## src/rtl/mem_wb_stage.sv

```systemverilog
// MEM/WB pipeline register with load extraction, writeback select
// and a retired-instruction counter.
module mem_wb_stage #(
  parameter int unsigned LINK_OFFSET = 8,
  parameter int unsigned RETIRE_W    = 32
) (
  input  logic                clk,
  input  logic                reset,
  input  logic                stall,
  input  logic                flush,
  input  logic                m_valid,
  input  logic [31:0]         m_pc,
  input  logic [31:0]         m_alu_result,
  input  logic [31:0]         m_mem_rdata,
  input  logic [4:0]          m_dest,
  input  logic                m_reg_we,
  input  logic [1:0]          m_wb_sel,
  input  logic [2:0]          m_load_type,
  output logic                w_valid,
  output logic [31:0]         w_pc,
  output logic [4:0]          grf_wa,
  output logic [31:0]         grf_wd,
  output logic                grf_we,
  output logic [RETIRE_W-1:0] retire_count
);

  typedef struct packed {
    logic        valid;
    logic [31:0] pc;
    logic [31:0] alu;
    logic [31:0] rdata;
    logic [4:0]  dest;
    logic        reg_we;
    logic [1:0]  wb_sel;
    logic [2:0]  load_type;
  } mem_wb_t;

  mem_wb_t r;
  logic [RETIRE_W-1:0] cnt;

  // the WB instruction leaves on any non-stalled edge, or when flushed
  always_ff @(posedge clk or posedge reset) begin
    if (reset) begin
      r   <= '0;
      cnt <= '0;
    end else begin
      if (r.valid && (!stall || flush))
        cnt <= cnt + RETIRE_W'(1);
      if (flush) begin
        r <= '0;
      end else if (!stall) begin
        r.valid     <= m_valid;
        r.pc        <= m_pc;
        r.alu       <= m_alu_result;
        r.rdata     <= m_mem_rdata;
        r.dest      <= m_dest;
        r.reg_we    <= m_reg_we;
        r.wb_sel    <= m_wb_sel;
        r.load_type <= m_load_type;
      end
    end
  end

  logic [1:0]  off;
  logic [7:0]  lane_b;
  logic [15:0] lane_h;
  logic [31:0] ld_data;

  always_comb begin
    off    = r.alu[1:0];
    lane_b = r.rdata[{off, 3'b000} +: 8];
    lane_h = r.rdata[{off[1], 4'b0000} +: 16];
    unique case (r.load_type)
      3'd1:    ld_data = {{24{lane_b[7]}}, lane_b};
      3'd2:    ld_data = {24'h0, lane_b};
      3'd3:    ld_data = {{16{lane_h[15]}}, lane_h};
      3'd4:    ld_data = {16'h0, lane_h};
      default: ld_data = r.rdata;
    endcase
  end

  always_comb begin
    unique case (r.wb_sel)
      2'd0:    grf_wd = r.alu;
      2'd1:    grf_wd = ld_data;
      2'd2:    grf_wd = r.pc + 32'(LINK_OFFSET);
      default: grf_wd = 32'h0;
    endcase
  end

  assign w_valid      = r.valid;
  assign w_pc         = r.pc;
  assign grf_wa       = r.dest;
  assign grf_we       = r.valid & r.reg_we & (r.dest != 5'd0);
  assign retire_count = cnt;

endmodule

```

## config.mk

```make
export PLATFORM = sky130hd
export DESIGN_NAME = mem_wb_stage
export DESIGN_NICKNAME = d
export VERILOG_FILES = /design/src/rtl/mem_wb_stage.sv
export SDC_FILE = /design/constraint.sdc
export NUM_CORES = 1
export LEC_CHECK = 0
export BUFFER_PORTS_ARGS = -buffer_cell sky130_fd_sc_hd__buf_2
export CORE_MARGIN = 10
export CORE_UTILIZATION = 30
export DETAILED_ROUTE_END_ITERATION = 16
export PLACE_DENSITY = 0.6
export SLEW_MARGIN = 20
export SYNTH_ARGS = -nofsm -noshare
export SYNTH_HDL_FRONTEND = slang
export SYNTH_SLANG_ARGS = --single-unit
```

## constraint.sdc

```tcl
create_clock -name clk -period 4.7 [get_ports clk]
set_clock_uncertainty 0.2 [all_clocks]
set_input_delay 0.47 -clock clk [delete_from_list [all_inputs] [get_ports clk]]
set_output_delay 0.47 -clock clk [all_outputs]
set_load 0.05 [all_outputs]
```

==> results.sh, run 1 <==
export IMPL_hp_class="primary input to async pin"
export IMPL_timing_critical_path_from="r[0]$_DFFE_PP0N_"
export IMPL_final_nets=1087
export IMPL_io_pin_count=215
export IMPL_p_total_w=0.00352
export IMPL_htree_levels=4
export IMPL_numCtsBuffers=17
export IMPL_slew_viol_final=0
export IMPL_power_density_nw_per_um2=366
export IMPL_final_area_um2=9620
export IMPL_netlist_area_leader_share_pct=44.3
export IMPL_ys_flop_type="dfrtp_1"
export IMPL_postSynthAreaPerCell_um2=9.68
export IMPL_finalSetupViolations=0
export IMPL_gp_congestion=0.895
export IMPL_status="completed"
export IMPL_port_buffers=214
export IMPL_finalCritPeriodShare_pct=75.3
export IMPL_netlist_area_um2=7910
export IMPL_synth_seq_area_share_pct=44.3
export IMPL_cts_tree="yes"
export IMPL_dp_hpwl_um=20000
export IMPL_grt_pass1_wl_um=40900
export IMPL_die_width_um=182
export IMPL_rows=59
export IMPL_cp_end_kind="primary output"
export IMPL_worstPathArrival_ns=2.87
export IMPL_vias=6569
export IMPL_postCtsSetupRepairBufs=0
export IMPL_clockRootBuffer="clkbuf_16"
export IMPL_detail_route_antenna_nets=0
export IMPL_hold_viol_final=0
export IMPL_synth_seq_cells=140
export IMPL_fin_ws_ns=1.16
export IMPL_peakVddDrop_mv=0.269
export IMPL_clock_path_buffers=2
export IMPL_crit_required_ns=4.03
export IMPL_synth_common_cells="140 x dfrtp_1, 139 x nor2_1, 123 x mux2i_1"
export IMPL_initial_core_util_pct=30.4
export IMPL_rsz0062_at_grt="no"
export IMPL_wl_per_cell_um=20.1
export IMPL_drcViolationCount=0
export IMPL_cts_resized=0
export IMPL_critPathKind="flop to primary output"
export IMPL_grt_overflow=0
export IMPL_antenna_found_initial=8
export IMPL_die_h_um=182
export IMPL_clk_latency_ns=0.42
export IMPL_syn_to_final_growth_pct=21.7
export IMPL_synth_edf_count=0
export IMPL_vias_per_cell=4.96
export IMPL_synth_most_common_cell="dfrtp_1"
export IMPL_core_area_um2=26000
export IMPL_slew_headroom_pct=36.3
export IMPL_clkTransAtPathRegs_ns=0.06
export IMPL_grt_usage_pct=15.7
export IMPL_start_kind="flop"
export IMPL_yosys_area_top_type="dfrtp_1"
export IMPL_final_fill_count=2691
export IMPL_setup_tns_ns=0
export IMPL_utilization_pct=37.0
export IMPL_ys_async_sr_fraction_pct=100
export IMPL_synth_area_top_cells="dfrtp_1 44%, mux2i_1 16%, nor2_1 6.6%"
export IMPL_syn_num_nets=931
export IMPL_reg2reg_from="retire_count[4]$_DFFE_PP0P_"
export IMPL_die_area_um2=33300
export IMPL_drv_cap=0
export IMPL_cts_sinks=140
export IMPL_synthCells=817
export IMPL_fmax_mhz=282
export IMPL_worst_slew_pin_slew_ns=0.955
export IMPL_first_pass_iters=5
export IMPL_p_leak_nw=4.71
export IMPL_holdBufCountCts=0
export IMPL_placed_area_um2=9020
export IMPL_drt_first_iter_violations=431
export IMPL_grt_max_degree=99
export IMPL_cp_max_fo=20
export IMPL_grt_pass1_vias=6669
export IMPL_synth_cell_types=56
export IMPL_routed_wl_um=26600
export IMPL_yosys_warnings=0
export IMPL_fin_crit_ns=3.54
export IMPL_drive_above_1_share_pct=27.3
export IMPL_place_ws_ns=1.62
## per-layer routing
metal,GRT usage [%],vias up,wire length (um)
li1,-,3131,-
met1,20.1,3170,11900
met2,24.6,222,12200
met3,5.66,36,2030
met4,3.58,10,386
met5,0,-,65
## cells in the final DEF (no fill, tap or decap), types with 5 or more instances in the layout
cell type and n:
buf_2 212, dfrtp_1 140, nor2_1 139, mux2i_1 123, nand2_1 48, xnor2_1 47, nand3_1 23, nor3_1 19
o21ai_1 17, o211ai_1 17, clkbuf_16 17, o221ai_1 13, nor2b_1 11, a22oi_1 11, buf_4 11, and4_1 10
nand4_1 10, a21oi_1 10, xor2_1 10, inv_1 9, o21ai_0 9, and3_1 7, nand2b_1 6, a211oi_1 6
clkinvlp_4 5
## path summary, 6_finish.rpt
| path | to | slack, ns | cells past startpoint |
|---|---|---|---|
| min reg2reg | retire_count[31]$_DFFE_PP0P_ | 0.27 | 1 |
| max reg2reg | retire_count[31]$_DFFE_PP0P_ | 2.55 | 5 |
| max in group asynchronous | grf_wa[3]$_DFFE_PP0N_ | 3.12 | 3 |
| min in group clk | grf_wa[1]$_DFFE_PP0N_ | 0.09 | 3 |
| max | grf_wd[13] | 1.16 | 6 |
| min | w_pc[13]$_DFFE_PP0N_ | 0.03 | 2 |
## area by class of cell
type	count	area [um^2]	share of cell area, %
Multi-Input combinational cell	579	3890	40.5
Sequential cell	140	3500	36.4
Timing Repair Buffer	224	1150	12.0
Clock buffer	19	453	4.71
Tap cell	335	419	4.36
Clock inverter	13	143	1.48
Inverter	11	46.3	0.481
Antenna cell	3	7.51	0.0780
## critical path: stages (launching register included)
cell      delay [ns]
dfrtp_1         0.77
or3b_1          0.26
a21boi_1        0.57
nor2_1          0.09
o221ai_1        0.28
o211ai_1        0.20
buf_2           0.28
## power by group
part	switching (W)	leakage, nW	internal (W)
clock	0.000574	0.278	0.000812
combinational	0.000525	2.56	0.000228
sequential	0.000103	1.87	0.00128
## per-stage QoR
step	hold slack, ns	std cells
2_1_floorplan	0.281	817
3_3_place_gp	0.256	1289
3_5_place_dp	0.262	1289
4_1_cts	0.0671	1321
5_1_grt	0.0818	1321
6_report	0.0270	1324
## registers in the layout (all words and copies together) (netlist names)
signal and cells:
w_valid 1, off 2, w_pc 32, grf_wa 5
r 68, retire_count 32
## cells by family (layout without fill, tap and decap cells)
| logic type | Yosys count | count (layout) | share of synthesized area, % |
|---|---|---|---|
| adders and majority gates | 3 | 3 | 0.443 |
| buffers and inverters | 98 | 267 | 6.55 |
| and+or+nand+nor | 286 | 286 | 16.8 |
| AOI/OAI and AO/OA | 107 | 107 | 9.65 |
| other | 0 | 3 | 0 |
| muxes | 125 | 125 | 15.9 |
| xor gates and xnor gates | 58 | 58 | 6.42 |
| DFF | 140 | 140 | 44.3 |
No activity file was read; power rests on OpenSTA's default activity.
==> inputs of run 2 (changes only) <==
- PLACE_DENSITY: 0.6 -> 0.59
- clock period: 4.7 -> 3.56 ns (I/O delays scaled with it)
==> run 2 against run 1 <==
Final cell count rose by 8.2%. Worst hold slack worse by 0.0048 ns. Die area did not move. Highest routed layer unchanged. Setup slack got worse by 0.92 ns. First-iteration DRC count shrank 3.7%. Clock power increased by 30%. Register-to-register slack lost 1.2 ns. Via count up 6.5%. Non-clock buffer count rose by 112. Critical endpoint is now grf_wd[12].
==> results.sh, run 2 (synthesis gave the netlist of run 1 again) <==
export IMPL_die_h_um=182
export IMPL_grt_pass1_wl_um=42700
export IMPL_grt_usage_pct=16.4
export IMPL_diodes=0
export IMPL_dp_cells=1293
export IMPL_drt_first_iter_violations=415
export IMPL_rows=59
export IMPL_cts_tree="yes"
export IMPL_wl_per_cell_um=19.5
export IMPL_timing_critical_path_from="r[2]$_DFFE_PP0N_"
export IMPL_io_pin_count=215
export IMPL_cts_resized=0
export IMPL_setup_tns_ns=0
export IMPL_grt_pass1_vias=7194
export IMPL_gp_congestion=0.861
export IMPL_worst_slew_pin_slew_ns=0.930
export IMPL_status="completed"
export IMPL_clk_latency_ns=0.44
export IMPL_core_area_um2=26000
export IMPL_slowest_delay_ns=0.62
export IMPL_port_buffers=214
export IMPL_dp_hpwl_um=19900
export IMPL_finalSetupViolations=0
export IMPL_reg2reg_from="retire_count[14]$_DFFE_PP0P_"
export IMPL_crit_chain="or3b_1, a21boi_1, nor2_1, o221ai_1, o221ai_1, buf_2"
export IMPL_drv_cap=0
export IMPL_slew_viol_final=0
export IMPL_crit_family="compound AO/OA/AOI/OAI gates"
export IMPL_final_nets=1199
export IMPL_antenna_found_initial=2
export IMPL_finalCritPeriodShare_pct=93.4
export IMPL_final_common_cell="buf_2"
export IMPL_drive_above_1_share_pct=24.9
export IMPL_clockRootBuffer="clkbuf_16"
export IMPL_htree_levels=4
export IMPL_vias_per_cell=4.88
export IMPL_critPathSlowestCell="dfrtp_1"
export IMPL_clkTransAtPathRegs_ns=0.07
export IMPL_die_area_um2=33300
export IMPL_first_pass_iters=5
export IMPL_rsz0062_at_grt="no"
export IMPL_p_leak_nw=5.18
export IMPL_critPathKind="flop to primary output"
export IMPL_numCtsBuffers=17
export IMPL_mostFrequentLayoutCells="212 x buf_2, 140 x dfrtp_1, 139 x nor2_1, 123 x mux2i_1, 108 x dlygate4sd3_1"
export IMPL_clock_path_buffers=2
export IMPL_crit_required_ns=3.00
export IMPL_hold_start="m_mem_rdata[14]"
export IMPL_utilization_pct=41.3
export IMPL_path_common_cell="o221ai_1"
export IMPL_detail_route_antenna_nets=0
export IMPL_worstPathArrival_ns=2.77
export IMPL_path_buf_inv=1
export IMPL_place_ws_ns=0.652
export IMPL_grt_overflow=0
export IMPL_fin_ws_ns=0.234
export IMPL_hold_viol_final=0
export IMPL_largest_reg_flops=68
export IMPL_grt_max_degree=141
export IMPL_slew_headroom_pct=38.0
export IMPL_vias=6993
export IMPL_syn_to_final_growth_pct=35.5
export IMPL_fmax_mhz=301
export IMPL_cp_end_kind="primary output"
export IMPL_fin_cells=1433
export IMPL_routed_wl_um=27900
export IMPL_top_register="r"
export IMPL_cts_sinks=140
export IMPL_hp_class="primary input to flop"
export IMPL_peakVddDrop_mv=0.396
export IMPL_start_kind="flop"
export IMPL_die_width_um=182
export IMPL_initial_core_util_pct=30.4
export IMPL_power_density_nw_per_um2=442
export IMPL_fin_crit_ns=3.33
export IMPL_cp_max_fo=19
export IMPL_drcViolationCount=0
==> run 2: cell count changes in the layout (fill, tap and decap cells not counted) <==
cell and change:
buf_4 +3, clkinv_2 -1, buf_12 +1, inv_6 +4
inv_8 +3, clkbuf_8 -2, dlygate4sd3_1 +108, bufinv_16 -1
diode_2 -3, clkinvlp_4 -2, clkinv_4 -1
==> run 2: worst min-delay path, stage by stage <==
cell,delay [ns]
buf_2,0.11
mux2i_1,0.07
nor2_1,0.09
==> run 2: path summary, 6_finish.rpt <==
path | endpoint | slack [ns] | depth (start not counted)
worst max-delay path | grf_wd[12] | 0.23 | 6
worst min-delay path | r[25]$_DFFE_PP0N_ | 0.02 | 3
worst max register to register | retire_count[31]$_DFFE_PP0P_ | 1.40 | 5
worst min register to register | retire_count[31]$_DFFE_PP0P_ | 0.27 | 1
max in group asynchronous | r[35]$_DFFE_PP0N_ | 2.08 | 4
min in group asynchronous | w_pc[9]$_DFFE_PP0N_ | 0.47 | 4
==> run 2: power breakdown <==
part | internal [W] | total [W] | switching [W]
registers | 0.00169 | 0.00182 | 0.000128
clock network | 0.000989 | 0.00181 | 0.000824
logic | 0.000381 | 0.00110 | 0.000721
==> run 2: repair_timing <==
item,CTS,global route
hold buffers,108,0
setup buffers,0,0
setup endpoints to repair,0,0
endpoints found under the hold margin,120,0
==> run 2: through the flow <==
stage	area, um^2	hold WS [ns]	total power [W]
2_1_floorplan	7910	0.281	0.00256
3_3_place_gp	9060	0.257	0.00285
3_5_place_dp	9060	0.264	0.00286
4_1_cts	10700	0.00573	0.00478
5_1_grt	10700	0.0272	0.00494
6_report	10700	0.0222	0.00473
==> run 2: routing by layer <==
layer	share of wire (%)	global-route usage [%]
met4	1.4	4.33
met3	7.3	5.60
met2	47	26.4
met5	0.086	0
met1	44	20.5
==> run 2: cell type report <==
| cell class | count | area [um^2] |
|---|---|---|
| fillers | 2526 | 15300 |
| repair buffers | 336 | 2280 |
| inverters | 11 | 45.0 |
| multi-input cells | 579 | 3890 |
| clock inverters | 15 | 154 |
| clock buffers | 17 | 425 |
| well taps | 335 | 419 |
| flip-flops and latches | 140 | 3500 |
